### src/rtl/inst_fetcher_pkg.sv
// Shared constants and types for the instruction fetch stage and its I-cache.
package inst_fetcher_pkg;

    localparam int InstWidth = 32;
    localparam int AddrWidth = 32;

    localparam logic True  = 1'b1;
    localparam logic False = 1'b0;

    localparam logic [6:0] OPCODE_JAL = 7'b1101111;
    localparam logic [6:0] OPCODE_BR  = 7'b1100011;

    typedef enum logic {
        IDLE      = 1'b0,
        MISS_WAIT = 1'b1
    } fetch_state_e;

    function automatic logic [AddrWidth-1:0] imm_j(input logic [InstWidth-1:0] inst);
        return {{11{inst[31]}}, inst[31], inst[19:12], inst[20], inst[30:21], 1'b0};
    endfunction

    function automatic logic [AddrWidth-1:0] imm_b(input logic [InstWidth-1:0] inst);
        return {{19{inst[31]}}, inst[31], inst[7], inst[30:25], inst[11:8], 1'b0};
    endfunction

endpackage

### src/rtl/inst_fetcher_icache_dm.sv
// Direct-mapped, one-word-per-line instruction cache: combinational lookup, single write port.
module icache_dm
    import inst_fetcher_pkg::*;
#(
    parameter int IDX_W = 6
) (
    input  logic                 clk,
    input  logic                 rst,
    input  logic [AddrWidth-1:0] i_rd_addr,
    output logic                 o_hit,
    output logic [InstWidth-1:0] o_rd_data,
    input  logic                 i_wr_en,
    input  logic [AddrWidth-1:0] i_wr_addr,
    input  logic [InstWidth-1:0] i_wr_data
);

    localparam int Lines = 1 << IDX_W;
    localparam int TagW  = AddrWidth - IDX_W - 2;

    logic [Lines-1:0]     r_valid;
    logic [TagW-1:0]      r_tag  [Lines];
    logic [InstWidth-1:0] r_data [Lines];

    logic [IDX_W-1:0] w_rd_idx;
    logic [IDX_W-1:0] w_wr_idx;
    logic [TagW-1:0]  w_rd_tag;
    logic [TagW-1:0]  w_wr_tag;
    logic             w_unused;

    assign w_rd_idx = i_rd_addr[IDX_W+1:2];
    assign w_rd_tag = i_rd_addr[AddrWidth-1:IDX_W+2];
    assign w_wr_idx = i_wr_addr[IDX_W+1:2];
    assign w_wr_tag = i_wr_addr[AddrWidth-1:IDX_W+2];
    assign w_unused = ^{i_rd_addr[1:0], i_wr_addr[1:0]};

    always_ff @(posedge clk) begin
        if (rst) begin
            r_valid <= '0;
        end else if (i_wr_en) begin
            r_valid[w_wr_idx] <= True;
        end
    end

    // Tag/data need no reset: they are only observed through a set valid bit.
    always_ff @(posedge clk) begin
        if (i_wr_en) begin
            r_tag[w_wr_idx]  <= w_wr_tag;
            r_data[w_wr_idx] <= i_wr_data;
        end
    end

    assign o_hit     = r_valid[w_rd_idx] && (r_tag[w_rd_idx] == w_rd_tag);
    assign o_rd_data = r_data[w_rd_idx];

endmodule

### src/rtl/inst_fetcher.sv
// Fetch stage: holds the PC, looks up the I-cache, refills on miss, predicts and pushes to the IQ.
// Define INST_FETCHER_BHT_EN to predict conditional branches with a 2-bit saturating counter table.
module inst_fetcher
    import inst_fetcher_pkg::*;
#(
    parameter int                   ICACHE_IDX_W = 6,
    parameter int                   BHT_IDX_W    = 6,
    parameter logic [AddrWidth-1:0] RESET_PC     = 32'h0
) (
    input  logic                 clk,
    input  logic                 rst,
    input  logic                 rdy,
    input  logic                 IQ_is_full,
    output logic                 IQ_output_valid,
    output logic [InstWidth-1:0] IQ_inst,
    output logic [AddrWidth-1:0] IQ_inst_pc,
    output logic                 IQ_predicted_to_jump,
    output logic [AddrWidth-1:0] IQ_predicted_pc,
    output logic                 MC_req_valid,
    output logic [AddrWidth-1:0] MC_req_addr,
    input  logic                 MC_resp_valid,
    input  logic [InstWidth-1:0] MC_resp_inst,
    input  logic                 ROB_roll_back_flag,
    input  logic [AddrWidth-1:0] ROB_roll_back_pc,
    input  logic                 ROB_br_commit_valid,
    input  logic [AddrWidth-1:0] ROB_br_pc,
    input  logic                 ROB_br_taken
);

    fetch_state_e         r_state;
    logic [AddrWidth-1:0] r_pc;
    logic                 r_iq_valid;
    logic [InstWidth-1:0] r_iq_inst;
    logic [AddrWidth-1:0] r_iq_pc;
    logic                 r_iq_jump;
    logic [AddrWidth-1:0] r_iq_ppc;
    logic                 r_mc_req;
    logic [AddrWidth-1:0] r_mc_addr;

    logic                 w_hit;
    logic [InstWidth-1:0] w_word;
    logic                 w_fill;
    logic [AddrWidth-1:0] w_imm_j;
    logic [AddrWidth-1:0] w_imm_b;
    logic                 w_br_taken;
    logic                 w_pred_taken;
    logic [AddrWidth-1:0] w_pred_pc;

    // A response in a roll-back or stalled cycle must not reach the cache.
    assign w_fill = rdy && !ROB_roll_back_flag && (r_state == MISS_WAIT) && MC_resp_valid;

    icache_dm #(.IDX_W(ICACHE_IDX_W)) u_icache (
        .clk       (clk),
        .rst       (rst),
        .i_rd_addr (r_pc),
        .o_hit     (w_hit),
        .o_rd_data (w_word),
        .i_wr_en   (w_fill),
        .i_wr_addr (r_pc),
        .i_wr_data (MC_resp_inst)
    );

    assign w_imm_j = imm_j(w_word);
    assign w_imm_b = imm_b(w_word);

`ifdef INST_FETCHER_BHT_EN
    localparam int BhtEntries = 1 << BHT_IDX_W;

    logic [1:0]           r_bht [BhtEntries];
    logic [BHT_IDX_W-1:0] w_bht_wr_idx;
    logic                 w_unused;

    assign w_bht_wr_idx = ROB_br_pc[BHT_IDX_W+1:2];
    assign w_unused     = ^{ROB_br_pc[AddrWidth-1:BHT_IDX_W+2], ROB_br_pc[1:0]};
    assign w_br_taken   = r_bht[r_pc[BHT_IDX_W+1:2]][1];

    always_ff @(posedge clk) begin
        if (rst) begin
            for (int i = 0; i < BhtEntries; i++) r_bht[i] <= 2'b01;
        end else if (rdy && ROB_br_commit_valid) begin
            if (ROB_br_taken && r_bht[w_bht_wr_idx] != 2'b11)
                r_bht[w_bht_wr_idx] <= r_bht[w_bht_wr_idx] + 2'd1;
            else if (!ROB_br_taken && r_bht[w_bht_wr_idx] != 2'b00)
                r_bht[w_bht_wr_idx] <= r_bht[w_bht_wr_idx] - 2'd1;
        end
    end
`else
    logic                 w_unused;
    logic [BHT_IDX_W-1:0] w_unused_bht_idx;

    assign w_unused         = ^{ROB_br_commit_valid, ROB_br_taken, ROB_br_pc};
    assign w_unused_bht_idx = ROB_br_pc[BHT_IDX_W+1:2];
    // Backward branches (negative offset) are predicted taken.
    assign w_br_taken       = w_imm_b[AddrWidth-1];
`endif

    always_comb begin
        w_pred_taken = False;
        w_pred_pc    = r_pc + 32'd4;
        if (w_word[6:0] == OPCODE_JAL) begin
            w_pred_taken = True;
            w_pred_pc    = r_pc + w_imm_j;
        end else if (w_word[6:0] == OPCODE_BR && w_br_taken) begin
            w_pred_taken = True;
            w_pred_pc    = r_pc + w_imm_b;
        end
    end

    always_ff @(posedge clk) begin
        if (rst) begin
            r_state    <= IDLE;
            r_pc       <= RESET_PC;
            r_iq_valid <= False;
            r_iq_inst  <= '0;
            r_iq_pc    <= '0;
            r_iq_jump  <= False;
            r_iq_ppc   <= '0;
            r_mc_req   <= False;
            r_mc_addr  <= '0;
        end else if (rdy) begin
            if (ROB_roll_back_flag) begin
                r_pc       <= ROB_roll_back_pc;
                r_iq_valid <= False;
                r_mc_req   <= False;
                r_state    <= IDLE;
            end else begin
                case (r_state)
                    IDLE: begin
                        if (w_hit) begin
                            r_iq_valid <= !IQ_is_full;
                            if (!IQ_is_full) begin
                                r_iq_inst <= w_word;
                                r_iq_pc   <= r_pc;
                                r_iq_jump <= w_pred_taken;
                                r_iq_ppc  <= w_pred_pc;
                                r_pc      <= w_pred_pc;
                            end
                        end else begin
                            r_iq_valid <= False;
                            r_mc_req   <= True;
                            r_mc_addr  <= r_pc;
                            r_state    <= MISS_WAIT;
                        end
                    end
                    MISS_WAIT: begin
                        r_iq_valid <= False;
                        if (MC_resp_valid) begin
                            r_mc_req <= False;
                            r_state  <= IDLE;
                        end
                    end
                    default: r_state <= IDLE;
                endcase
            end
        end
    end

    assign IQ_output_valid      = r_iq_valid;
    assign IQ_inst              = r_iq_inst;
    assign IQ_inst_pc           = r_iq_pc;
    assign IQ_predicted_to_jump = r_iq_jump;
    assign IQ_predicted_pc      = r_iq_ppc;
    assign MC_req_valid         = r_mc_req;
    assign MC_req_addr          = r_mc_addr;

endmodule

### config.mk
export PLATFORM = sky130hd
export DESIGN_NAME = inst_fetcher
export DESIGN_NICKNAME = d
export VERILOG_FILES = /design/src/rtl/inst_fetcher_pkg.sv /design/src/rtl/inst_fetcher_icache_dm.sv /design/src/rtl/inst_fetcher.sv
export SDC_FILE = /design/constraint.sdc
export NUM_CORES = 2
export LEC_CHECK = 0
export BUFFER_PORTS_ARGS = -buffer_cell sky130_fd_sc_hd__buf_2
export CORE_MARGIN = 5
export CORE_UTILIZATION = 30
export CTS_BUF_LIST = sky130_fd_sc_hd__clkbuf_4 sky130_fd_sc_hd__clkbuf_8
export DETAILED_ROUTE_END_ITERATION = 10
export SYNTH_ARGS = -nofsm -noshare
export SYNTH_HDL_FRONTEND = slang
export SYNTH_SLANG_ARGS = --single-unit
export TNS_END_PERCENT = 50
### constraint.sdc
create_clock -name clk -period 9.42 [get_ports clk]
set_input_delay 0.942 -clock clk [delete_from_list [all_inputs] [get_ports clk]]
set_output_delay 0.942 -clock clk [all_outputs]
set_load 0.02 [all_outputs]
Word-level counts from Yosys, hierarchy flattened. Memories as Yosys holds them, arrays and structs flattened. A register that Yosys moved wholly into a read port is not among the register bits. Index checks and enable logic that the tools add are counted.

Bits in registers: 228. RAM bits: 3584. Input port bits: 104. Output and inout bits: 131. Logic and storage cells: 71. Memories: 2.

Memories: u_icache.r_data (depth 64, bits a word 32, rd ports 1, clocked after memory_dff 1, write ports 1, RTL line inst_fetcher_icache_dm.sv:22) `logic [InstWidth-1:0] r_data [Lines];`; u_icache.r_tag (depth 64, bits a word 24, rd ports 1, clocked after memory_dff 1, write ports 1, RTL line inst_fetcher_icache_dm.sv:21) `logic [TagW-1:0] r_tag [Lines];`.

Add/subtract/negate cells: 3. Order comparisons: 2. Equal/unequal tests: 7. Mux-type cells: 29. Bitwise logic cells: 5. Reductions and logical operators: 13.

Operator list (count): 2-to-1 mux 32 bit (6); adder 32 bit (2); bitwise OR 64 bit (1); adder 32 x 3 -> 32 bit, second input constant (1); == test 24 bit (1); 2-to-1 mux 6 bit (4); == test 7 bit, second input constant (2); 2-to-1 mux 1 bit (14); AND reduction 4 bit (2); less-than comparator 6 x 7 -> 1 bit, second input constant (1); binary-select mux 1 bit (select 6 bit) (1); demux 1 bit (select 6 bit) (1); >= comparator 6 x 1 -> 1 bit, second input constant (1); logical AND 1 bit (6); inequality test 3 bit, second input constant (2); one-hot mux 1 bit (2 select lines) (3); AND reduction 5 bit (1); NOT 1 bit (4); AND reduction 3 bit (1); logical NOT 1 bit (2); inequality test 2 x 1 -> 1 bit, second input constant (1); inequality test 2 bit, second input constant (1); nonzero test 2 bit (1).

Depth between registers and ports, before layout.
Depth in word-level cells: 10. Mapped depth: 29. Gate-level depth less buffers: 19.

Hierarchy. Synthesis repeated with hierarchy kept, for this count alone.

Cell total of the unflattened synthesis: 7230. Area, all modules: 149254.4 um^2.

By module, submodules not included: icache_dm (times used 1, cells each 5868, area each 139206.0 um^2, seq. area each 108904.4 um^2); inst_fetcher (times used 1, cells each 1362, area each 10048.4 um^2, seq. area each 3263.1 um^2).

Least setup slack after synthesis. Ideal clock, no wire load.

Kind: register to register. From: reg with a tool-made name. To: reg r_pc[26]. Library setup time: 0.116 ns. Arrival time: 6.481 ns. Required time: 9.304 ns. Path slack: 2.823 ns. Cell stages (with the launch flop): 27. Path buffers: 11. Clock period less this slack: 6.597 ns. Cell sequence: dfxtp_1 buf_6 buf_12 buf_8 buf_8 buf_6 buf_6 buf_6 buf_4 clkbuf_1 buf_2 mux4_2 mux4_2 mux4_2 ha_1 clkbuf_1 a211o_1 or3b_2 o211ai_1 nor4b_1 o31ai_1 nor2_1 nor4_1 o21ai_0 a32oi_1 a2111oi_1 a31o_1.

RTL lines: end signal: assignment (RTL line inst_fetcher.sv:122) `r_pc <= ROB_roll_back_pc;`; end signal: assignment (RTL line inst_fetcher.sv:136) `r_pc <= w_pred_pc;`; end: declaration (RTL line inst_fetcher.sv:31) `logic [AddrWidth-1:0] r_pc;`.

==> metrics.txt <==
# TYPE chip_impl_metric gauge
chip_impl_metric{name="vias_per_cell",unit=""} 5.46
chip_impl_metric{name="use_met3",unit="%"} 4.27
chip_impl_metric{name="fillers",unit=""} 46200
chip_impl_metric{name="drv_slew",unit=""} 0
chip_impl_metric{name="final_cell_area",unit="µm²"} 171000
chip_impl_metric{name="area_delta_synth_final",unit="%"} 14.4
chip_impl_metric{name="number_of_buffers_between_clock_root_and_the_deepest_sink",unit=""} 4
chip_impl_metric{name="hold_viol",unit=""} 0
chip_impl_info{name="cts_root_buffer",value="sky130_fd_sc_hd__clkbuf_8"} 1
chip_impl_metric{name="die_height",unit="µm"} 716
chip_impl_info{name="synth_area_leader_cell",value="sky130_fd_sc_hd__edfxtp_1"} 1
chip_impl_metric{name="cts_made_buffers",unit=""} 596
chip_impl_metric{name="vias",unit=""} 81700
chip_impl_metric{name="worst_setup_hold_path_clk_slew",unit="ps"} 70
chip_impl_metric{name="synth_seq_cells",unit=""} 3817
chip_impl_metric{name="worst-path-buf-inv",unit=""} 3
chip_impl_metric{name="drcViolationCount",unit=""} 0
chip_impl_metric{name="postSynthAreaPerCell",unit="µm²"} 20.7
chip_impl_info{name="synth_most_common_cell",value="sky130_fd_sc_hd__edfxtp_1"} 1
chip_impl_info{name="cell_with_the_largest_stage_delay_on_the_worst_path",value="sky130_fd_sc_hd__dfxtp_4"} 1
chip_impl_metric{name="ir_worst_vdd",unit="mV"} 0.130
chip_impl_metric{name="maxCapViolCount",unit=""} 0
chip_impl_metric{name="dp_wirelength",unit="µm"} 267000
chip_impl_metric{name="clock_skew",unit="ps"} 101
chip_impl_metric{name="number_of_global_route_vias_before_repair",unit=""} 81300
chip_impl_metric{name="postCtsSetupRepairBufs",unit=""} 0
chip_impl_metric{name="synth_cell_type_count",unit=""} 97
chip_impl_metric{name="dpl_cell_area",unit="µm²"} 160000
chip_impl_metric{name="maxClockFrequency",unit="GHz"} 0.134
chip_impl_metric{name="yosys.area.top_type_share",unit="%"} 71.9
chip_impl_info{name="hold_class",value="input pin to register"} 1
chip_impl_metric{name="ys_warn_count",unit=""} 0
chip_impl_metric{name="cts.repair.resized",unit=""} 0
chip_impl_metric{name="placeableCoreArea",unit="µm²"} 497000
chip_impl_metric{name="ios",unit=""} 235
chip_impl_metric{name="gp_congestion",unit=""} 0.871
chip_impl_metric{name="syn_std_cell_area",unit="µm²"} 150000
chip_impl_metric{name="cts.hold.buffers_added",unit=""} 0
chip_impl_metric{name="synth_sequential_area_ratio",unit="%"} 75.0
chip_impl_metric{name="grt_pass1_wl",unit="µm"} 661000
chip_impl_info{name="hold_start",value="ROB_roll_back_pc[0]"} 1
chip_impl_metric{name="syn_nets",unit=""} 7372
chip_impl_metric{name="asyncSetResetFlopFracSynth",unit="%"} 0
chip_impl_info{name="outcome",value="completed"} 1
chip_impl_metric{name="synthCells",unit=""} 7222
chip_impl_info{name="busiest_layer",value="met2"} 1
chip_impl_metric{name="fp.dieW",unit="µm"} 716
chip_impl_metric{name="slew_headroom",unit="%"} 3.59
chip_impl_metric{name="critical_path_peak_fanout",unit=""} 33
chip_impl_metric{name="leakage_power",unit="nW"} 53.5
chip_impl_info{name="rsz_0062_raised_after_global_routing",value="no"} 1
chip_impl_info{name="crit_chain",value="buf_12, buf_12, buf_4, mux4_2, o22ai_1, nor3_1, nor4_1, nand4_1, or3b_1, or2_1, mux2_2, o21ai_0, mux2i_1, o22ai_1"} 1
chip_impl_metric{name="timing.setup.tns",unit="ps"} 0
chip_impl_metric{name="synth_enable_flop_cells",unit=""} 3584
chip_impl_metric{name="grt.total_usage",unit="%"} 18.4
chip_impl_metric{name="htree_levels",unit=""} 6
chip_impl_metric{name="largest_stage_delay_on_the_critical_path",unit="ps"} 920
chip_impl_metric{name="antenna_violations_before_repair",unit=""} 35
chip_impl_metric{name="grt_use_met2",unit="%"} 29.1
chip_impl_info{name="critical_path.endpoint_type",value="register"} 1
chip_impl_metric{name="post-route-period-util",unit="%"} 78.9
chip_impl_metric{name="nNetsFinal",unit=""} 8010
chip_impl_info{name="cp_top_family",value="simple AND/OR/NAND/NOR gates"} 1
chip_impl_metric{name="tightestPinTransition",unit="ps"} 1440
chip_impl_metric{name="input_output_buffers",unit=""} 200
chip_impl_info{name="worstSetupPathType",value="register to register"} 1
chip_impl_info{name="tritoncts_clock_tree",value="built"} 1
chip_impl_metric{name="wl",unit="µm"} 486000
chip_impl_metric{name="grtUsageMet1",unit="%"} 24.5
chip_impl_info{name="synth.top_cells.by_area",value="sky130_fd_sc_hd__edfxtp_1 (72%), sky130_fd_sc_hd__mux4_2 (14%), sky130_fd_sc_hd__dfxtp_1 (3.1%)"} 1
chip_impl_metric{name="dieArea",unit="µm²"} 513000
chip_impl_metric{name="finish.utilization",unit="%"} 34.4
chip_impl_metric{name="power-per-cell-area",unit="nW/µm²"} 202
chip_impl_metric{name="drt_iter0_markers",unit=""} 12300
chip_impl_info{name="netlist_top_cells_count",value="sky130_fd_sc_hd__edfxtp_1 (3584), sky130_fd_sc_hd__mux4_2 (961), sky130_fd_sc_hd__nor2_1 (354)"} 1
chip_impl_metric{name="required",unit="ps"} 10410
chip_impl_metric{name="postRouteAntennaNets",unit=""} 0
chip_impl_metric{name="period_needed",unit="ps"} 7440
chip_impl_info{name="synth_flop_cell",value="sky130_fd_sc_hd__edfxtp_1"} 1
chip_impl_metric{name="clock_insertion_delay_worst_skew",unit="ps"} 1080
chip_impl_metric{name="routedWlPerCell",unit="µm"} 32.5
chip_impl_metric{name="post_route_cells_drive_above_1_share",unit="%"} 30.4
chip_impl_metric{name="final-setup-viol-count",unit=""} 0
chip_impl_metric{name="row_count",unit=""} 259
chip_impl_info{name="cp-start-kind",value="register"} 1
chip_impl_metric{name="worst_ep_arrival_time",unit="ps"} 8430
chip_impl_metric{name="drt_first_pass_iters",unit=""} 8
chip_impl_metric{name="grt.overflow.total",unit=""} 0
chip_impl_metric{name="floorplan.initialDensity",unit="%"} 30.1
chip_impl_metric{name="largest_net_degree_at_the_start_of_global_routing",unit=""} 93
chip_impl_metric{name="cts.sinks",unit=""} 3817
-- final cells by class --
cell class,count,area [µm²],share of cell area [%]
diodes,4,10.0,0.00585
repair buffers,454,3540,2.07
well taps,6655,8330,4.86
clock buffers,846,10300,5.99
inverters,26,110,0.0643
flip-flops and latches,3817,112000,65.6
multi-input cells,2965,35600,20.8
clock inverters,176,1020,0.597
-- sequential cells by signal, indices dropped and copies added, names as in the netlist, 31 cells and up, named ones only --
register          count
MC_req_addr          32
u_icache.r_valid     64
u_icache.r_tag     1536
IQ_inst              32
u_icache.r_data    2048
IQ_inst_pc           32
IQ_predicted_pc      31
r_pc                 32
-- logic make-up (layout without fill, tap and decap cells) --
logic type / count (synthesis) / count (layout) / share of synthesized area (%)
flip-flops: 3817 / 3817 / 75.0
multiplexers: 1311 / 1311 / 16.8
AND/OR/NAND/NOR: 901 / 901 / 2.78
AO/OA/AOI/OAI: 630 / 630 / 2.97
buffers and inverters: 440 / 1502 / 1.54
XOR/XNOR: 77 / 77 / 0.451
adder cells (fa/ha/maj): 46 / 46 / 0.395
other: 0 / 4 / 0
-- placed cells by master, fill, tap and decap left out, types with 30 or more instances in the layout --
master                     netlist  final
sky130_fd_sc_hd__buf_12          1     50
sky130_fd_sc_hd__xor2_1         37     37
sky130_fd_sc_hd__clkbuf_4        0    222
sky130_fd_sc_hd__nor3_1         40     40
sky130_fd_sc_hd__nor2_1        354    287
sky130_fd_sc_hd__a22oi_1        73     73
sky130_fd_sc_hd__clkbuf_8        0    624
sky130_fd_sc_hd__buf_4          46    204
sky130_fd_sc_hd__clkinv_1        0    104
sky130_fd_sc_hd__o22ai_1        58     58
sky130_fd_sc_hd__nor2_4          1     65
sky130_fd_sc_hd__dfxtp_1       233    202
sky130_fd_sc_hd__a31oi_1        31     30
sky130_fd_sc_hd__a21oi_1        98     98
sky130_fd_sc_hd__mux2i_1       317    316
sky130_fd_sc_hd__nand2_1       225    225
sky130_fd_sc_hd__o21a_1         45     45
sky130_fd_sc_hd__nand2b_1       36     36
sky130_fd_sc_hd__ha_1           44     44
sky130_fd_sc_hd__xnor2_1        40     40
sky130_fd_sc_hd__mux4_2        961    961
sky130_fd_sc_hd__edfxtp_1     3584   3584
sky130_fd_sc_hd__buf_2         120    199
sky130_fd_sc_hd__o21ai_0        82     82
sky130_fd_sc_hd__mux2_2         31     31
sky130_fd_sc_hd__and3_1         30     30
sky130_fd_sc_hd__nand3_1        65     65
-- tightest hold or removal path, delay by kind of cell --
kind                   cells  cell delay (ps)
buffers and inverters      1              100
AOI/OAI and AO/OA          1               50
and+or+nand+nor            1               50
-- metal layers --
layer	wire [µm]	part of all wire [%]
met1	185000	38
met2	227000	47
met3	52000	11
met4	21800	4.5
met5	160	0.033
-- through the flow --
| step | setup slack (ps) | total power, mW | hold WS, ps | std cells |
|---|---|---|---|---|
| final | 1980 | 34.5 | 107 | 14900 |
| after global routing | 1770 | 35.6 | 73.0 | 14900 |
| after CTS | 2100 | 34.7 | 18.9 | 14900 |
| after detailed placement | 2140 | 21.2 | 452 | 13900 |
| after global placement | 2080 | 21.2 | 441 | 13900 |
| after floorplan | 2820 | 20.4 | 435 | 7222 |
-- worst paths after layout --
kind	end	slack, ps	cells past startpoint
hold reg to reg	IQ_predicted_pc[6]	460	2
setup reg to reg	r_pc[18]	1980	14
setup / recovery	r_pc[18]	1980	14
hold / removal	r_pc[0]	110	3
-- power breakdown --
part	internal [mW]	switching [mW]	total (mW)
registers	18.6	0.0626	18.6
logic	0.839	1.45	2.29
clock network	7.14	6.46	13.6
Power figures use the tool's default switching activity.
